--- config.mk ---
export PLATFORM = sky130hd
export DESIGN_NAME = dma_disk_ctrl
export DESIGN_NICKNAME = d
export VERILOG_FILES = /design/src/rtl/dma_disk_ctrl.sv
export SDC_FILE = /design/constraint.sdc
export NUM_CORES = 1
export LEC_CHECK = 0
export BUFFER_PORTS_ARGS = -buffer_cell sky130_fd_sc_hd__buf_2
export CAP_MARGIN = 20
export CORE_ASPECT_RATIO = 0.6
export CORE_MARGIN = 2
export CORE_UTILIZATION = 30
export CTS_BUF_LIST = sky130_fd_sc_hd__clkbuf_4
export CTS_CLUSTER_DIAMETER = 40
export CTS_CLUSTER_SIZE = 10
export DETAILED_ROUTE_END_ITERATION = 12
export PLACE_DENSITY_LB_ADDON = 0.2
export SYNTH_ARGS = -nofsm -noshare
export SYNTH_HDL_FRONTEND = slang
export SYNTH_SLANG_ARGS = --single-unit
--- constraint.sdc ---
create_clock -name clk -period 7.9 [get_ports clk]
set_input_delay 1.58 -clock clk [delete_from_list [all_inputs] [get_ports clk]]
set_output_delay 1.58 -clock clk [all_outputs]
set_load 0.05 [all_outputs]
--- src/rtl/dma_disk_ctrl.sv ---
// -----------------------------------------------------------------------------
// dma_disk_ctrl
//
// Memory-mapped DMA engine that copies a block of 32-bit words from the disk
// model into main memory. The CPU programs the source address, destination
// address and byte count through a four-register window, then writes
// INIT_TRAN to start. Only one request (disk read or memory write) is ever
// outstanding. A sticky done flag reports completion.
//
// Ports:
//   clk, rst            system clock, asynchronous active-high reset
//   reg_addr/wr/rd      CPU register access (one-cycle strobes)
//   reg_wdata           CPU write data
//   reg_rdata           registered read data, valid the cycle after reg_rd
//   disk_rd_req         disk read request, held until disk_rd_ack
//   disk_addr           disk byte address (word aligned)
//   disk_rd_ack/data    disk data valid pulse and data
//   mem_wr_req          memory write request, held until mem_wr_ack
//   mem_addr/wdata      memory byte address (word aligned) and data
//   mem_wr_ack          memory write accepted pulse
//   dma_busy            transfer in progress
//   dma_done            sticky completion flag
// -----------------------------------------------------------------------------
module dma_disk_ctrl #(
    parameter int ADDR_W  = 15,
    parameter int DISK_AW = 32
) (
    input  logic               clk,
    input  logic               rst,
    input  logic [31:0]        reg_addr,
    input  logic               reg_wr,
    input  logic               reg_rd,
    input  logic [31:0]        reg_wdata,
    output logic [31:0]        reg_rdata,
    output logic               disk_rd_req,
    output logic [DISK_AW-1:0] disk_addr,
    input  logic               disk_rd_ack,
    input  logic [31:0]        disk_rd_data,
    output logic               mem_wr_req,
    output logic [ADDR_W-1:0]  mem_addr,
    output logic [31:0]        mem_wdata,
    input  logic               mem_wr_ack,
    output logic               dma_busy,
    output logic               dma_done
);

    localparam logic [31:0] A_DISK_ADDR = 32'h8000_0000;
    localparam logic [31:0] A_MEM_ADDR  = 32'h8000_0004;
    localparam logic [31:0] A_T_SIZE    = 32'h8000_0008;
    localparam logic [31:0] A_INIT_TRAN = 32'h8000_000C;

    localparam logic [DISK_AW-1:0] DISK_STEP = DISK_AW'(4);
    localparam logic [ADDR_W-1:0]  MEM_STEP  = ADDR_W'(4);

    typedef enum logic [1:0] {
        IDLE   = 2'd0,
        RD_REQ = 2'd1,
        WR_REQ = 2'd2,
        DONE   = 2'd3
    } state_t;

    state_t              state_r;
    state_t              state_next_s;

    // Programmed (CPU-visible) registers
    logic [DISK_AW-1:0]  disk_addr_reg_r;
    logic [ADDR_W-1:0]   mem_addr_reg_r;
    logic [31:0]         t_size_r;

    // Working copy of the remaining byte count
    logic [31:0]         remaining_r;

    logic                reg_wr_ok_s;
    logic                start_s;
    logic                last_word_s;
    logic                unused_wdata_s;

    // Register writes are locked out for the whole transfer; a start is only
    // taken from IDLE so a write landing in DONE cannot restart the engine.
    assign reg_wr_ok_s    = reg_wr & ~dma_busy;
    assign start_s        = reg_wr_ok_s & (reg_addr == A_INIT_TRAN) & (state_r == IDLE);
    assign last_word_s    = (remaining_r == 32'd4);
    assign unused_wdata_s = ^reg_wdata[1:0];

    // State register
    always_ff @(posedge clk or posedge rst) begin
        if (rst) begin
            state_r <= IDLE;
        end else begin
            state_r <= state_next_s;
        end
    end

    // Next-state logic
    always_comb begin
        state_next_s = state_r;
        case (state_r)
            IDLE: begin
                if (start_s) begin
                    if (t_size_r == 32'd0) begin
                        state_next_s = DONE;
                    end else begin
                        state_next_s = RD_REQ;
                    end
                end else begin
                    state_next_s = IDLE;
                end
            end
            RD_REQ: begin
                if (disk_rd_ack) begin
                    state_next_s = WR_REQ;
                end else begin
                    state_next_s = RD_REQ;
                end
            end
            WR_REQ: begin
                if (mem_wr_ack) begin
                    if (last_word_s) begin
                        state_next_s = DONE;
                    end else begin
                        state_next_s = RD_REQ;
                    end
                end else begin
                    state_next_s = WR_REQ;
                end
            end
            DONE: begin
                state_next_s = IDLE;
            end
            default: begin
                state_next_s = IDLE;
            end
        endcase
    end

    // Status and request outputs, registered from the next state so they
    // track the state register exactly and drop asynchronously on reset
    always_ff @(posedge clk or posedge rst) begin
        if (rst) begin
            disk_rd_req <= 1'b0;
            mem_wr_req  <= 1'b0;
            dma_busy    <= 1'b0;
            dma_done    <= 1'b0;
        end else begin
            disk_rd_req <= (state_next_s == RD_REQ);
            mem_wr_req  <= (state_next_s == WR_REQ);
            dma_busy    <= (state_next_s == RD_REQ) || (state_next_s == WR_REQ);
            if (state_next_s == DONE) begin
                dma_done <= 1'b1;
            end else if (start_s) begin
                dma_done <= 1'b0;
            end else begin
                dma_done <= dma_done;
            end
        end
    end

    // CPU-programmed registers
    always_ff @(posedge clk or posedge rst) begin
        if (rst) begin
            disk_addr_reg_r <= '0;
            mem_addr_reg_r  <= '0;
            t_size_r        <= 32'd0;
        end else if (reg_wr_ok_s) begin
            case (reg_addr)
                A_DISK_ADDR: disk_addr_reg_r <= {reg_wdata[DISK_AW-1:2], 2'b00};
                A_MEM_ADDR:  mem_addr_reg_r  <= {reg_wdata[ADDR_W-1:2], 2'b00};
                A_T_SIZE:    t_size_r        <= {reg_wdata[31:2], 2'b00};
                default:     t_size_r        <= t_size_r;
            endcase
        end else begin
            t_size_r <= t_size_r;
        end
    end

    // Working pointers, remaining count and data buffer
    always_ff @(posedge clk or posedge rst) begin
        if (rst) begin
            disk_addr   <= '0;
            mem_addr    <= '0;
            mem_wdata   <= 32'd0;
            remaining_r <= 32'd0;
        end else if (start_s) begin
            disk_addr   <= disk_addr_reg_r;
            mem_addr    <= mem_addr_reg_r;
            remaining_r <= t_size_r;
        end else if ((state_r == RD_REQ) && disk_rd_ack) begin
            mem_wdata   <= disk_rd_data;
        end else if ((state_r == WR_REQ) && mem_wr_ack) begin
            // Both pointers wrap naturally at their own widths
            disk_addr   <= disk_addr + DISK_STEP;
            mem_addr    <= mem_addr + MEM_STEP;
            remaining_r <= remaining_r - 32'd4;
        end else begin
            remaining_r <= remaining_r;
        end
    end

    // Registered read port; holds its value between reads
    always_ff @(posedge clk or posedge rst) begin
        if (rst) begin
            reg_rdata <= 32'd0;
        end else if (reg_rd) begin
            case (reg_addr)
                A_DISK_ADDR: reg_rdata <= 32'(disk_addr_reg_r);
                A_MEM_ADDR:  reg_rdata <= 32'(mem_addr_reg_r);
                A_T_SIZE:    reg_rdata <= t_size_r;
                A_INIT_TRAN: reg_rdata <= {30'd0, dma_busy, dma_done};
                default:     reg_rdata <= 32'd0;
            endcase
        end else begin
            reg_rdata <= reg_rdata;
        end
    end

endmodule
Word-level counts from Yosys, hierarchy flattened
Cells that the tools add are included.
{ "classes": {"add_sub_neg": 3, "n_eq_ne": 12, "n_bitwise": 5, "mux": 18, "reduce_logical": 12} }
{ "op_table": {"columns": ["cell", "count"], "rows": [
  ["32-bit 2-to-1 mux", 6],
  ["32-bit equality test, second input constant", 4],
  ["32-bit one-hot mux with 4 select lines", 1],
  ["15-bit 2-to-1 mux", 3],
  ["32-bit by 3-bit adder with 32-bit output, second input constant", 1],
  ["32-bit by 3-bit equality test with 1-bit output, second input constant", 1],
  ["32-bit logical NOT", 1],
  ["32-bit by 3-bit subtractor with 32-bit output, second input constant", 1],
  ["15-bit by 3-bit adder with 15-bit output, second input constant", 1],
  ["2-bit 2-to-1 mux", 5],
  ["2-bit AND reduction", 5],
  ["2-bit equality test, second input constant", 4],
  ["2-bit one-hot mux with 4 select lines", 1],
  ["2-bit by 1-bit equality test with 1-bit output, second input constant", 2],
  ["2-bit nonzero test", 2],
  ["1-bit bitwise AND", 3],
  ["1-bit logical AND", 2],
  ["2-bit logical NOT", 1],
  ["1-bit 2-to-1 mux", 2],
  ["2-bit inequality test, second input constant", 1],
  ["1-bit NOT", 2],
  ["1-bit logical OR", 1]
]} }
{ "totals": {"word_cells": 63, "ff_bits": 222, "output_inout_bits": 115} }

Logic depth before layout (Yosys ltp)
Gate-level depths: netlist (run 1).
{ "depth": {"ltp_word": 8, "mapped_depth": 10, "ltp_nobuf": 7} }

Least setup slack after synthesis (run 1)
Ideal clock, no wire load.
{ "synth_path": {"path_type": "in2reg", "start": "in reg_addr[18]", "end": "reg dma_busy", "path_slack_ns": 4.558, "required_ns": 7.787, "path_stages": 8, "arrival_ns": 3.230, "setup_time_ns": 0.113, "cell_sequence": "nor4_1 -> nand4_1 -> nor4_2 -> buf_2 -> buf_4 -> nor2_1 -> ha_1 -> inv_1"} }
{ "synth_via": {"elab_chain_len": 7, "word_cells_on_any_way": 8, "classes_between": "3 x eq/ne; 2 x mux; 2 x bitwise; 1 x reduce/logical"} }
{ "synth_lines": {"columns": ["item", "line_no", "text"], "rows": [
  ["start: declaration", "30", "input logic [31:0] reg_addr,"],
  ["32-bit equality test (*)", "81", "assign start_s = reg_wr_ok_s & (reg_addr == A_INIT_TRAN) & (state_r == IDLE);"],
  ["1-bit bitwise AND (*) (2 in series)", "81", null],
  ["2-bit 2-to-1 mux (*)", "99", "if (start_s) begin"],
  ["2-bit one-hot mux with 4 select lines (*)", "97", "case (state_r)"],
  ["2-bit by 1-bit equality test with 1-bit output or 2-bit equality test (tied branches)", "147", "dma_busy <= (state_next_s == RD_REQ) || (state_next_s == WR_REQ);"],
  ["1-bit logical OR (*)", "147", null],
  ["end signal: assignment", "147", null],
  ["end: declaration", "43", "output logic dma_busy,"]
]} }
Mark *: on every way between the ends. The rest lies on a longest branch, timed or not.
A chain may end at the register's enable or synchronous reset.

Worst setup path after layout (run 1)
{ "layout_path": {"start": "in reg_addr[3]", "end": "reg dma_busy"} }
The elaborated chain is that of the path after synthesis.

==> results of run 1 <==
cells in the mapped netlist (17+ instances only):
cell	count	area [um2]
nor2_1	24	90.1
o21ai_1	73	365
mux2_1	73	822
xnor2_1	39	342
nand2_1	95	357
clkbuf_1	23	86.3
nor4_1	24	150
mux2_4	30	450
dfrtp_1	216	5410
mux2i_1	32	320
nand4_1	24	150
xor2_1	29	254
o2bb2ai_1	17	149
critical path, delay by kind of cell:
family	cells	cell delay [ps]
adder cells (fa/ha/maj)	1	340
buffers and inverters	4	1360
AND/OR/NAND/NOR	4	890
metal layers:
| layer | vias to the layer above | routed length [um] |
|---|---|---|
| met4 | 0 | 458 |
| met3 | 42 | 1800 |
| met2 | 160 | 12700 |
| li1 | 3529 | - |
| met5 | - | 0 |
| met1 | 3750 | 15200 |
where the power goes:
part	internal [W]	switching, W
Combinational	0.000243	0.000622
Sequential	0.00125	0.000134
Clock	0.000282	0.000435
Total	0.00178	0.00119
per-stage QoR:
step	cells	total power, W
floorplan	871	0.00204
global route	1558	0.00314
detailed placement	1504	0.00228
finish	1559	0.00297
CTS	1557	0.00301
global placement	1503	0.00227
worst max-delay path by stage:
| stage | start | to | slack (ps) | cells past startpoint |
|---|---|---|---|---|
| 6_report | reg_addr[3] | dma_busy$_DFF_PP0_ | 4300 | 9 |
| 5_1_grt | reg_addr[3] | dma_done$_DFFE_PP0P_ | 4100 | 10 |
| 4_1_cts | reg_addr[3] | dma_busy$_DFF_PP0_ | 4350 | 9 |
| 3_5_place_dp | reg_addr[3] | dma_busy$_DFF_PP0_ | 3500 | 9 |
| 3_3_place_gp | reg_addr[3] | dma_busy$_DFF_PP0_ | 3510 | 9 |
| 2_1_floorplan | rst | disk_addr[10]$_DFFE_PP0P_ | 410 | 1 |
final cells by class:
class	count	area, um2
fillers	3398	21500
diodes	2	5.00
clock inverters	19	149
clock buffers	34	255
multi-input cells	593	4450
well taps	459	574
inverters	15	63.8
repair buffers	221	1140
flip-flops and latches	216	5410
cells by family after synthesis:
logic type / after synthesis / share of synthesized area
AOI/OAI and AO/OA: 125 / 0.0751
xor gates and xnor gates: 68 / 0.0587
adders and majority gates: 7 / 0.00863
buffers and inverters: 62 / 0.0315
DFF: 216 / 0.532
muxes: 140 / 0.162
other: 1 / 0.000369
and+or+nand+nor: 249 / 0.131
state kept, by name, indices dropped and copies added (netlist names):
register and flops:
mem_wdata 32, reg_rdata 32, disk_addr 30, disk_addr_reg_r 30, remaining_r 30, t_size_r 30
mem_addr 13, mem_addr_reg_r 13, state_r 2, disk_rd_req 1, dma_busy 1, dma_done 1
mem_wr_req 1
==> metrics.txt, run 1 <==
clk slew on worst S/H paths=110 ps; DR vias/cell=4.80; fin crit share=0.455; WL final=30200 um; fin area=12000 um2; Crit Reg-Reg Startpoint=state_r[1]$_DFF_PP0_; clk sink count=216; Synth Flop Type=dfrtp_1; GPL Wtd Cong=0.776; status=finished clean; Register-to-Register Path Depth=5; cell area power density=247 nW/um2; HP Class=reg -> reg; Die Footprint=35400 um2; Initial DRT Pass Iterations=4; initial drt markers=495; hold path cells=1; largest net degree at the start of global routing=120; Synth Instances=868; post-CTS resize count=0; setup TNS=0 ps; worst r2r dst=remaining_r[11]$_DFFE_PP0P_; dpl hpwl=21500 um; crit end category=register; sequential area share after synthesis=0.532; Syn Area/Cell=11.7 um2; Slew @ Worst Pin=1060 ps; area of the mapped netlist=10200 um2; RSZ-0062 raised after global routing=no; first-pass GRT wire length=46400 um; CP max stage delay=780 ps; IO buf count=210; CP Data Required Time=8550 ps; busiest grt layer=met1; met2 GRT Util=0.243; setup slack, reg-to-reg=4870 ps; M3 GR Usage=0.0335; #FFs+latches synth=216; most frequent cells in the layout=216 x dfrtp_1, 210 x buf_2, 95 x nand2_1; Max Cap Viol=0; Die W=241 um; via count=7481; critical-path cell list=buf_2, buf_4, nand2_1, or2_1, nor4_4, buf_4, nor2_1, ha_1, inv_1; CTS H-tree lvls=1; core area=33500 um2; slew margin rel.=0.288; Post-Place Worst Slack=3500 ps; Final Util=0.359; Tmin final=3600 ps; dpl cell area=11600 um2; Leak=5.76 nW; antenna violations before repair=3; hold_buf cts=0; EDFF count, synth=0; GRT Util Overall=0.171; Clk Latency, worst-skew pair=740 ps; # DRC=0; post-synth cell types=56; Syn-to-layout area delta=18.6%; arrival time worst endpoint=4250 ps; Antenna Nets Post-Route=0; layout cells sized above 1=0.287; startpoint types=primary input; crit path kind=in -> reg; Post-synth ARST share=1.00; Synth warnings=0; Nets=1187; Initial Util=0.303; max-slew violation count=0; commonest non-fill, non-tap cell in the layout=dfrtp_1; M1 GR Usage=0.269; Die Y=146 um; Final setup violation count=0; Num CTS Buffers=31; vias in the first global route=7400; Hold EP=reg_rdata[24]$_DFFE_PP0P_; worst hold slack=492 ps; I/O pins=217; Clock Path Buffers=3; Fin Clk Skew=20.4 ps; CTS root buf=clkbuf_4; CP Max Fanout=101; total global routing overflow=0; setup ws final=4300 ps; setup repair bufs after CTS=0; CTS tree=built; maximum VDD drop=153 uV; Fmax=278 MHz; hold_sp=reg_rdata[24]$_DFFE_PP0P_; Worst path most repeated cell=buf_4; Row Count=52; drt wl/cell=19.4 um; final hold vios=0; crit path max-delay cell type=buf_4
Note: power is estimated with default switching activity, not from simulation.
==> inputs of run 2 (changes only) <==
- clock period: 7.9 -> 3.5 ns (I/O delays scaled with it)
==> run 2 against run 1 <==
  * Core utilization increased by 0.45 points
  * Clock skew increased by 18 ps
  * Power increased by 130%
  * Clock-buffer cell count unchanged
  * Flip-flop and latch count unchanged
  * First-iteration DRC count increased by 3.2%
  * Critical path depth decreased by 3
  * Via count increased by 0.67%
  * Worst setup slack got worse by 3400 ps
  * Critical path type is now reg -> reg
  * Critical endpoint unchanged
==> metrics.txt, run 2 (synthesis gave the netlist of run 1 again) <==
Fin Clk Skew=38.7 ps; setup slack, reg-to-reg=890 ps; crit path kind=reg -> reg; total global routing overflow=0; drt wl/cell=19.4 um; Post-Place Worst Slack=612 ps; Stages on worst setup path=6; Row Count=52; worst r2r dst=dma_busy$_DFF_PP0_; CTS H-tree lvls=1; startpoint types=register; Register-to-Register Path Depth=6; CP Max Fanout=7; CTS tree=built; Clock Path Buffers=3; CP Data Required Time=4200 ps; setup TNS=0 ps; initial drt markers=511; Nets=1196; slew margin rel.=0.277; first-pass GRT wire length=47200 um; CTS root buf=clkbuf_4; layout cells sized above 1=0.294; final hold vios=0; vias in the first global route=7632; crit end category=register; Die W=241 um; HP Class=in -> reg; largest net degree at the start of global routing=84; Crit. Startpoint=remaining_r[8]$_DFFE_PP0P_; Leak=5.82 nW; Syn-to-layout area delta=20.1%; status=finished clean; cell area power density=562 nW/um2; fin crit share=0.746; DR vias/cell=4.81; CP Capture Point=dma_busy$_DFF_PP0_; maximum VDD drop=355 uV; post-CTS resize count=0; critical-path cell list=nor4_2, nand3_2, or3_1, a31oi_1, ha_1, inv_1; via count=7531; Num CTS Buffers=30; Clk Latency, worst-skew pair=770 ps; Slew @ Worst Pin=1080 ps; GPL Wtd Cong=0.795; commonest non-fill, non-tap cell in the layout=dfrtp_1; dpl hpwl=22000 um; I/O pins=217; Max Cap Viol=0; family with the most delay on the worst path=simple AND/OR/NAND/NOR gates; clk slew on worst S/H paths=120 ps; CP max stage delay=630 ps; WL final=30400 um; GRT Util Overall=0.175; Crit Reg-Reg Startpoint=remaining_r[8]$_DFFE_PP0P_; Initial DRT Pass Iterations=4; # DRC=0; Fillers=3412; Final setup violation count=0; clk sink count=216; Fmax=383 MHz; Initial Util=0.303; max-slew violation count=0; arrival time worst endpoint=3310 ps; most frequent cells in the layout=216 x dfrtp_1, 210 x buf_2, 95 x nand2_1; Buf+Inv Stages, Crit Path=1; Antenna Nets Post-Route=0; core area=33500 um2; Die Y=146 um; IO buf count=210; Tmin final=2610 ps; antenna violations before repair=3; crit path max-delay cell type=nor4_2; setup ws final=887 ps; Final Util=0.364; Die Footprint=35400 um2; RSZ-0062 raised after global routing=no; top flop regs=mem_wdata x32, reg_rdata x32
==> run 2: worst min path at each step <==
stage / from / end / slack, ps / cells after the start
global route: disk_rd_data[14] / mem_wdata[14]$_DFFE_PP0P_ / 90 / 2
global placement: reg_rdata[23]$_DFFE_PP0P_ / reg_rdata[23]$_DFFE_PP0P_ / 470 / 1
detailed placement: reg_rdata[24]$_DFFE_PP0P_ / reg_rdata[24]$_DFFE_PP0P_ / 470 / 1
CTS: disk_rd_data[27] / mem_wdata[27]$_DFFE_PP0P_ / 90 / 2
floorplan: mem_addr_reg_r[2]$_DFFE_PP0P_ / mem_addr[2]$_DFFE_PP0P_ / 470 / 2
finish: disk_rd_data[14] / mem_wdata[14]$_DFFE_PP0P_ / 160 / 2
==> run 2: routing by layer <==
metal | GRT usage | vias up | wire length, um
li1 | - | 3549 | -
met1 | 0.276 | 3786 | 15700
met2 | 0.242 | 156 | 12700
met3 | 0.0348 | 40 | 1370
met4 | 0.0383 | 0 | 573
met5 | 0 | - | 0
==> run 2: repair_timing <==
action,CTS,global route
buffers inserted,0,0
endpoints found under the setup margin,0,0
hold buffers,1,0
endpoints found under the hold margin,22,0
==> run 2: cell type report <==
| type | instances | area [um2] | area share |
|---|---|---|---|
| repair buffers | 231 | 1260 | 0.103 |
| multi-input cells | 593 | 4450 | 0.365 |
| well taps | 459 | 574 | 0.0471 |
| clock buffers | 34 | 255 | 0.0209 |
| flip-flops and latches | 216 | 5410 | 0.443 |
| inverters | 15 | 60.1 | 0.00492 |
| diodes | 4 | 10.0 | 0.000821 |
| clock inverters | 13 | 178 | 0.0146 |
==> run 2: report_power, final <==
part	internal, W	total, W	switching (W)
combinational	0.000558	0.00197	0.00141
clock	0.000770	0.00175	0.000977
sequential	0.00283	0.00313	0.000298
total	0.00416	0.00685	0.00269
==> run 2: metrics by stage <==
step | instances | area [um2] | hold WS, ps | power [W]
finish | 1565 | 12200 | 158 | 0.00685
global route | 1563 | 12200 | 92.3 | 0.00720
CTS | 1561 | 12200 | 92.0 | 0.00695
detailed placement | 1513 | 11700 | 468 | 0.00517
global placement | 1513 | 11700 | 467 | 0.00515
floorplan | 871 | 10200 | 470 | 0.00460
